===== config.mk =====
export PLATFORM = sky130hd
export DESIGN_NAME = regs_port_arbiter
export DESIGN_NICKNAME = d
export VERILOG_FILES = /design/src/rtl/regs_port_arbiter.sv
export SDC_FILE = /design/constraint.sdc
export NUM_CORES = 1
export LEC_CHECK = 0
export ABC_AREA = 1
export CORE_AREA = 8 8 108 110
export CTS_CLUSTER_DIAMETER = 120
export DETAILED_ROUTE_END_ITERATION = 8
export DIE_AREA = 0 0 116 118
export MAX_ROUTING_LAYER = met4
export PLACE_DENSITY_LB_ADDON = 0.08
export SLEW_MARGIN = 20
export SYNTH_ARGS = -nofsm -noshare
export SYNTH_HDL_FRONTEND = slang
export SYNTH_SLANG_ARGS = --single-unit

===== constraint.sdc =====
create_clock -name ACLK -period 2.3 [get_ports ACLK]
set_input_delay 0.46 -clock ACLK [delete_from_list [all_inputs] [get_ports ACLK]]
set_output_delay 0.46 -clock ACLK [all_outputs]
set_load 0.05 [all_outputs]

===== src/rtl/regs_port_arbiter.sv =====
// Shares the simple dual-port register memory between the AXI converters and the host/DMA engine.
// AXI always wins a port; the host takes idle slots, and a starvation counter throttles AXI.
module regs_port_arbiter #(
  parameter int unsigned ADDR_BITS    = 16,
  parameter int unsigned STARVE_LIMIT = 8
) (
  input  logic                 ACLK,
  input  logic                 ARESETN,
  input  logic [ADDR_BITS-1:0] axi_waddr,
  input  logic                 axi_wen,
  input  logic [3:0]           axi_wstb,
  input  logic [31:0]          axi_wdata,
  input  logic [ADDR_BITS-1:0] axi_raddr,
  input  logic                 axi_ren,
  input  logic                 axi_regen,
  output logic [31:0]          axi_rdata,
  output logic                 wr_dev_ready,
  output logic                 rd_dev_ready,
  input  logic                 hst_req,
  input  logic                 hst_we,
  input  logic [ADDR_BITS-1:0] hst_addr,
  input  logic [31:0]          hst_wdata,
  input  logic [3:0]           hst_wstb,
  output logic                 hst_ack,
  output logic [31:0]          hst_rdata,
  output logic                 hst_rvalid,
  output logic [ADDR_BITS-1:0] mem_waddr,
  output logic                 mem_we,
  output logic [3:0]           mem_wstb,
  output logic [31:0]          mem_wdata,
  output logic [ADDR_BITS-1:0] mem_raddr,
  output logic                 mem_re,
  input  logic [31:0]          mem_rdata
);

  localparam logic [7:0] Limit = 8'(STARVE_LIMIT);

  logic       host_wr_req;
  logic       host_rd_req;
  logic       throttle;
  logic [7:0] starve_q, starve_d;
  logic       rd_tag_q, rd_tag_d;
  logic [31:0] hst_rdata_q;
  logic       hst_rvalid_q;

  // The converter registers read data itself on axi_regen.
  logic unused_regen;
  assign unused_regen = axi_regen;

  assign host_wr_req = hst_req & hst_we;
  assign host_rd_req = hst_req & ~hst_we;

  always_comb begin
    mem_we    = axi_wen | host_wr_req;
    mem_waddr = hst_addr;
    mem_wstb  = hst_wstb;
    mem_wdata = hst_wdata;
    if (axi_wen) begin
      mem_waddr = axi_waddr;
      mem_wstb  = axi_wstb;
      mem_wdata = axi_wdata;
    end
  end

  always_comb begin
    mem_re    = axi_ren | host_rd_req;
    mem_raddr = axi_ren ? axi_raddr : hst_addr;
  end

  assign hst_ack   = (host_wr_req & ~axi_wen) | (host_rd_req & ~axi_ren);
  assign axi_rdata = mem_rdata;
  assign rd_tag_d  = host_rd_req & ~axi_ren;

  always_comb begin
    starve_d = 8'd0;
    if (hst_req && !hst_ack) begin
      starve_d = (starve_q == Limit) ? starve_q : starve_q + 8'd1;
    end
  end

  // Only the port the pending host access needs is throttled.
  assign throttle     = (starve_q == Limit) & hst_req;
  assign wr_dev_ready = ~(throttle & hst_we);
  assign rd_dev_ready = ~(throttle & ~hst_we);

  always_ff @(posedge ACLK or negedge ARESETN) begin
    if (!ARESETN) begin
      starve_q     <= 8'd0;
      rd_tag_q     <= 1'b0;
      hst_rdata_q  <= 32'd0;
      hst_rvalid_q <= 1'b0;
    end else begin
      starve_q     <= starve_d;
      rd_tag_q     <= rd_tag_d;
      hst_rvalid_q <= rd_tag_q;
      if (rd_tag_q) begin
        hst_rdata_q <= mem_rdata;
      end
    end
  end

  assign hst_rdata  = hst_rdata_q;
  assign hst_rvalid = hst_rvalid_q;

endmodule


* Word level (Yosys, flattened, before mapping)
Cells that the tools add are included.
** Operators by class
- Eq/ne operators :: 2
- Bitwise operators :: 15
- $add $sub $neg :: 1
- Mux-type cells :: 6
- Reductions and logical operators :: 2
** Operator list (count)
- $mux W16 :: 2
- $mux W32 :: 1
- $mux W8 :: 2
- $add A8 B1 Y8 const B :: 1
- $eq A8 B4 Y1 const B :: 1
- $and A1 B1 Y1 :: 7
- $not A1 Y1 :: 5
- $mux W4 :: 1
- $or A1 B1 Y1 :: 3
- $ne A2 B2 Y1 const B :: 1
- $logic_and A1 B1 Y1 :: 1
- $logic_not A1 Y1 :: 1
** Storage, ports and cells
- Word-level logic and storage cells :: 30
- Register bits after elaboration :: 42
- Output and inout port bits :: 138

* Logic depth before layout (Yosys ltp)
Gate-level depths: netlist of run 1.
- Word-level depth :: 7
- Depth in mapped cells :: 7
- Mapped depth without buffers :: 7

* Worst setup path before layout of run 1
OpenSTA, ideal clock, no wires.
- Kind :: input to output
- Start point :: input port axi_wen
- End point :: output port mem_waddr[10]
- Buffers on the path :: 2
- Arrival :: 1875 ps
- Slack :: -35 ps
- Required time :: 1840 ps
- Stages :: 3
- Cell sequence :: buf_4 -> clkbuf_1 -> o21ai_0
** Between the ends
- Longest elaborated chain between the ends :: 1
** Ends and longest elaborated chain
- start, declared :: line 10 : input logic axi_wen,
- $mux W16 :: line 58 : if (axi_wen) begin
- end, declared :: line 27 : output logic [ADDR_BITS-1:0] mem_waddr,
No other way between the ends.

* Worst setup path in the final report of run 1
- Start point :: register starve_q[0]
- End point :: output port wr_dev_ready
** Between the ends
- Longest elaborated chain between the ends :: 4
** Ends and longest elaborated chain
- start, declared :: line 41 : logic [7:0] starve_q, starve_d;
- start signal, assigned :: line 93 : starve_q <= starve_d;
- $eq A8 B4 Y1 :: line 82 : assign throttle = (starve_q == Limit) & hst_req;
- $and A1 B1 Y1 :: line 82
- $and A1 B1 Y1 :: line 83 : assign wr_dev_ready = ~(throttle & hst_we);
- $not A1 Y1 :: line 83
- end, declared :: line 17 : output logic wr_dev_ready,
No other way between the ends.

==> impl_metrics.csv, run 1 <==
group,metric,value,unit
floorplanning,die_area,13700,µm²
place,io_buffers,295,
floorplanning,start_util,28.2,%
place,place_congestion,0.828,
sta,setup_slack,0.180,ns
detailed_routing,wl_per_cell,17.4,µm
logic_synthesis,synth_top_family_by_area,"simple AND/OR/NAND/NOR gates",
critical_path,r2r_end,"starve_q[0]$_DFFE_PN0P_",
sta,period_share,92.2,%
logic_synthesis,synth_compound_area_share,7.27,%
sta,hold_viol_final,0,
clocking,postCtsSetupBuffers,0,
grt,grt_max_degree,38,
detailed_routing,ant_nets,0,
grt,grt_pass1_wl,20100,µm
critical_path,cp-start-kind,"register",
grt,grt_overflow,0,
logic_synthesis,synth_cell_types,22,
clocking,cts_resized,0,
place,dpl.hpwl,12000,µm
critical_path,r2r_start,"starve_q[0]$_DFFE_PN0P_",
grt,grt_use_total,19.6,%
clocking,cts.sinks,42,
critical_path,ff2ff_path_depth,7,
floorplanning,io_pins,297,
pwr,finalPower,3.50,mW
floorplanning,die_y,118,µm
critical_path,end_kind,"output port",
final_layout,area_delta_synth_final,126,%
critical_path,cp_max_fo,5,
logic_synthesis,syn_nets,537,
place,dp_cells,766,
detailed_routing,firstDrtPassIters,4,
clocking,numCtsBuffers,5,
sta,min_period,2.12,ns
sta,slew-limit-headroom,62.0,%
sta,slew_viol_final,0,
detailed_routing,route.detailed.drc,0,
clocking,clk_latency,0.29,ns
logic_synthesis,synthAdderAreaFrac,0.886,%
sta,setup_viol,0,
detailed_routing,vias_per_cell,4.36,
logic_synthesis,avgSynthCellArea,7.51,µm²
critical_path,rrSetupSlack,0.97,ns
critical_path,required,1.84,ns
critical_path,cp.arrival,1.66,ns
logic_synthesis,synthesis.area,2820,µm²
final_layout,final_area,6380,µm²
sta,hold-worst-slack,0.155,ns
logic_synthesis,synthCells,376,
sta,clock-skew-final,0.00554,ns
logic_synthesis,yosys.area_share.simple,25.2,%
final_layout,nNetsFinal,798,
detailed_routing,wl,13400,µm
pwr,peakVddDrop,0.000275,V
pwr,power_leakage,2.96,nW
clocking,cts_buffer_depth,2,
min_path,hp-class,"in -> async",
floorplanning,core,10000,µm²
sta,fmax,472,MHz
floorplanning,rows,37,
logic_synthesis,muxShareOfSynthArea,12.8,%
final_layout,fill_cells,832,
floorplanning,fp.dieW,116,µm
detailed_routing,drtIter0Drc,110,
clocking,cts_tree,"yes",
final_layout,diodes,0,
clocking,cts_hold_buffers,0,
critical_path,path_class,"reg -> out",
place,place_ws,0.193,ns
clocking,clkTransAtPathRegs,0.08,ns
sta,rsz0062_at_grt,"no",
grt,antenna_found_initial,0,
logic_synthesis,synth_xor_area_share,0.310,%
grt,grt_pass1_vias,3651,
run,max-cap-violations,0,
clocking,cts-root-buf,"clkbuf_8",
final_layout,stdcell_count,774,
logic_synthesis,ys_seq_elements,42,
sta,tightest_slew,0.571,ns
status,status,"complete, no violations",
final_layout,drive_gt1_share,25.4,%
place,placed_area,6280,µm²
logic_synthesis,yosysSeqAreaShare,37.2,%
detailed_routing,vias,3376,
clocking,h-tree-depth,2,
logic_synthesis,ys_warn_count,0,
pwr,powerDensity,549,nW/µm²
==> worst max-delay path by stage <==
stage                                        from            end  cells past startpoint
after floorplan                           axi_wen  mem_waddr[10]                      3
after global placement                    axi_ren   mem_raddr[2]                      4
after detailed placement                  axi_ren   mem_raddr[2]                      4
after CTS                 starve_q[0]$_DFFE_PN0P_   wr_dev_ready                      6
after global routing      starve_q[0]$_DFFE_PN0P_   rd_dev_ready                      6
final                     starve_q[0]$_DFFE_PN0P_   wr_dev_ready                      6
==> synthesized netlist by cell type, drive strengths merged <==
library cell    n  share of area [%]
nand3           9                1.9
nor3            2               0.35
nor2           13                1.9
nand3b          1               0.27
ha              2               0.89
o21ai          36                6.4
o21bai          2               0.53
a21oi           2               0.35
inv            27                3.6
clkbuf          3               0.40
mux2           32                 13
nand2         156                 21
dfrtp          42                 37
xnor2           1               0.31
buf            48                 12
==> report_power, final <==
| group | switching [mW] | leakage [nW] | internal, mW |
|---|---|---|---|
| clock | 0.246 | 0.0472 | 0.241 |
| combinational | 1.22 | 2.39 | 0.892 |
| sequential | 0.0537 | 0.516 | 0.849 |
==> per-stage QoR <==
| step | TNS [ns] | util, % |
|---|---|---|
| 2_1_floorplan | -0.284 | - |
| 3_3_place_gp | 0 | 62.8 |
| 3_5_place_dp | 0 | 62.8 |
| 4_1_cts | 0 | 63.7 |
| 5_1_grt | 0 | 63.8 |
| 6_report | 0 | 63.8 |
==> metal layers <==
metal | vias up | track usage, % | share of wire, %
met5 | - | - | 0
met4 | 0 | 5.19 | 1.9
met3 | 18 | 7.85 | 12
met2 | 180 | 36.5 | 53
met1 | 1507 | 17.8 | 34
li1 | 1671 | - | -
==> kinds of logic after synthesis <==
group,Yosys count
adder cells (fa/ha/maj),2
XOR/XNOR,1
AO/OA/AOI/OAI,40
buffers and inverters,78
multiplexers,32
flip-flops,42
AND/OR/NAND/NOR,181
==> state kept, by name (all words and copies together), names as in the netlist <==
register and cells:
rd_tag_q 1, hst_rdata 32, hst_rvalid 1, starve_q 8
==> layout by cell type (no fill, tap or decap), types with 9 or more instances in the layout <==
master	Yosys	routed
o21ai_1	1	9
dfrtp_1	42	42
o21ai_0	35	27
buf_4	36	44
clkdlybuf4s50_1	0	188
nor2_1	11	11
nand2_1	156	156
inv_1	24	24
mux2_2	29	29
buf_12	0	71
==> worst max-delay path, stage by stage, from the launching register on <==
cell	delay, ns
dfrtp_1	0.41
inv_1	0.12
ha_1	0.19
nand3_2	0.14
nor2_4	0.18
nand3_1	0.14
buf_12	0.18
==> cell type report <==
cell class	count	area [µm²]	area share (%)
Tap cell	136	170	2.67
Sequential cell	42	1050	16.5
Clock inverter	2	12.5	0.196
Clock buffer	6	82.6	1.29
Multi-Input combinational cell	256	1320	20.7
Timing Repair Buffer	305	3640	57.1
Inverter	27	101	1.59
(Power assumes the default switching activity.)
==> run 2: changes to the inputs <==
--- a/config.mk
+++ b/config.mk
@@ -16,3 +16,4 @@
 export SYNTH_ARGS = -nofsm -noshare
 export SYNTH_HDL_FRONTEND = slang
 export SYNTH_SLANG_ARGS = --single-unit
+export TNS_END_PERCENT = 30
==> run 2 against run 1 <==
Against the previous run:
- critical path depth unchanged
- largest power group unchanged
- worst hold slack lost 0.039 ns
- utilization decreased by 0.20 points
- highest routed layer unchanged
- critical endpoint is now rd_dev_ready
- critical path type unchanged
==> impl_metrics.csv, run 2 (same netlist as run 1, synthesis figures left out) <==
group,metric,value,unit
status,status,"complete, no violations",
clocking,cts_hold_buffers,0,
pwr,switching_share,42.0,%
run,max-cap-violations,0,
final_layout,layout_common_cells,"188 x clkdlybuf4s50_1, 156 x nand2_1, 70 x buf_12",
sta,min_period,2.14,ns
place,dpl.hpwl,12000,µm
clocking,cts_tree,"yes",
clocking,cts_resized,0,
min_path,hp-class,"in -> async",
critical_path,path_class,"reg -> out",
grt,grt_overflow,0,
pwr,peakVddDrop,0.000280,V
critical_path,r2r_end,"starve_q[0]$_DFFE_PN0P_",
place,placed_area,6250,µm²
sta,setup_slack,0.155,ns
floorplanning,die_y,118,µm
floorplanning,die_area,13700,µm²
detailed_routing,wl,13500,µm
critical_path,cp_max_fo,5,
critical_path,worstPathCellList,"inv_1 > ha_1 > nand3_1 > nor2_2 > nand3_1 > buf_12",
final_layout,nNetsFinal,796,
critical_path,end_kind,"output port",
detailed_routing,drtIter0Drc,92,
grt,grt_use_total,20.1,%
grt,antenna_found_initial,0,
critical_path,required,1.84,ns
pwr,p_seq_share,25.1,%
clocking,cts_buffer_depth,2,
detailed_routing,vias_per_cell,4.32,
critical_path,worst_path_max_delay_cell,"dfrtp_1",
detailed_routing,firstDrtPassIters,4,
place,place_congestion,0.835,
pwr,combPwrFrac,58.6,%
final_layout,final_common_cell,"clkdlybuf4s50_1",
grt,grt_pass1_vias,3605,
pwr,p_sw,1.51,mW
critical_path,crit_top_cell,"nand3_1",
final_layout,final_area,6360,µm²
critical_path,cp.arrival,1.68,ns
grt,grt_max_degree,39,
sta,slew_viol_final,0,
clocking,cts.sinks,42,
sta,fmax,466,MHz
floorplanning,rows,37,
clocking,numCtsBuffers,5,
pwr,power_leakage,2.95,nW
final_layout,area_delta_synth_final,125,%
final_layout,drive_gt1_share,24.9,%
floorplanning,fp.dieW,116,µm
clocking,clk_latency,0.29,ns
final_layout,fill_cells,865,
grt,grt_pass1_wl,20700,µm
pwr,p_int,2.08,mW
final_layout,largest_register_ffs,32,
critical_path,max_stage_delay,0.40,ns
detailed_routing,ant_nets,0,
critical_path,rrSetupSlack,0.98,ns
sta,period_share,93.2,%
pwr,powerDensity,565,nW/µm²
clocking,h-tree-depth,2,
clocking,postCtsSetupBuffers,0,
detailed_routing,vias,3334,
floorplanning,io_pins,297,
final_layout,seqCellArea,1050,µm²
sta,hold_viol_final,0,
detailed_routing,route.detailed.drc,0,
critical_path,r2r_start,"starve_q[0]$_DFFE_PN0P_",
sta,slew-limit-headroom,63.4,%
critical_path,ff2ff_path_depth,7,
sta,tightest_slew,0.548,ns
place,io_buffers,295,
place,place_ws,0.213,ns
final_layout,diodes,0,
floorplanning,core,10000,µm²
sta,clock-skew-final,0.00494,ns
critical_path,cp-start-kind,"register",
sta,setup_viol,0,
clocking,clkTransAtPathRegs,0.08,ns
detailed_routing,wl_per_cell,17.5,µm
final_layout,multi_input_area,1310,µm²
floorplanning,start_util,28.2,%
pwr,clock_power_share,16.3,%
sta,rsz0062_at_grt,"no",
clocking,cts-root-buf,"clkbuf_8",
run 2: layout make-up:
class,instances,area share [%]
repair buffers,303,56.8
flip-flops and latches,42,16.5
clock inverters,1,0.472
clock buffers,6,1.30
multi-input cells,256,20.6
inverters,27,1.59
well taps,136,2.67
run 2: power groups by stage:
stage / combinational, mW / sequential (mW) / clock (mW)
6_report: 2.10 / 0.902 / 0.587
5_1_grt: 2.19 / 0.919 / 0.637
4_1_cts: 2.13 / 0.903 / 0.606
3_5_place_dp: 2.12 / 0.918 / 0
3_3_place_gp: 2.11 / 0.911 / 0
2_1_floorplan: 0.743 / 1.30 / 0
run 2: how the worst max path moves through the flow:
stage | end | depth (start not counted) | from
after floorplan | mem_waddr[10] | 3 | axi_wen
after global placement | mem_raddr[13] | 4 | axi_ren
after detailed placement | mem_raddr[2] | 4 | axi_ren
after CTS | wr_dev_ready | 6 | starve_q[0]$_DFFE_PN0P_
after global routing | rd_dev_ready | 6 | starve_q[0]$_DFFE_PN0P_
final | rd_dev_ready | 6 | starve_q[0]$_DFFE_PN0P_
run 2: routing by layer:
| metal | vias to the layer above | part of all wire [%] | global-route usage [%] |
|---|---|---|---|
| li1 | 1659 | - | - |
| met1 | 1496 | 33 | 19.0 |
| met2 | 165 | 53 | 36.3 |
| met3 | 14 | 12 | 8.62 |
| met4 | 0 | 1.6 | 4.87 |
| met5 | - | 0 | - |
run 2: critical path: cells and delay by family, from the launching register on:
family / cells / cell delay, ns
flip-flops: 1 / 0.40
buffers and inverters: 2 / 0.30
AND/OR/NAND/NOR: 3 / 0.53
adder cells (fa/ha/maj): 1 / 0.17
run 2: through the flow:
| step | TNS (ns) | utilization, % | std cells | total power, mW | hold slack, ns |
|---|---|---|---|---|---|
| 2_1_floorplan | -0.350 | - | 376 | 2.04 | 0.164 |
| 3_3_place_gp | 0 | 62.5 | 764 | 3.02 | 0.447 |
| 3_5_place_dp | 0 | 62.5 | 764 | 3.04 | 0.442 |
| 4_1_cts | 0 | 63.6 | 771 | 3.64 | 0.126 |
| 5_1_grt | 0 | 63.6 | 771 | 3.75 | 0.139 |
| 6_report | 0 | 63.6 | 771 | 3.59 | 0.117 |
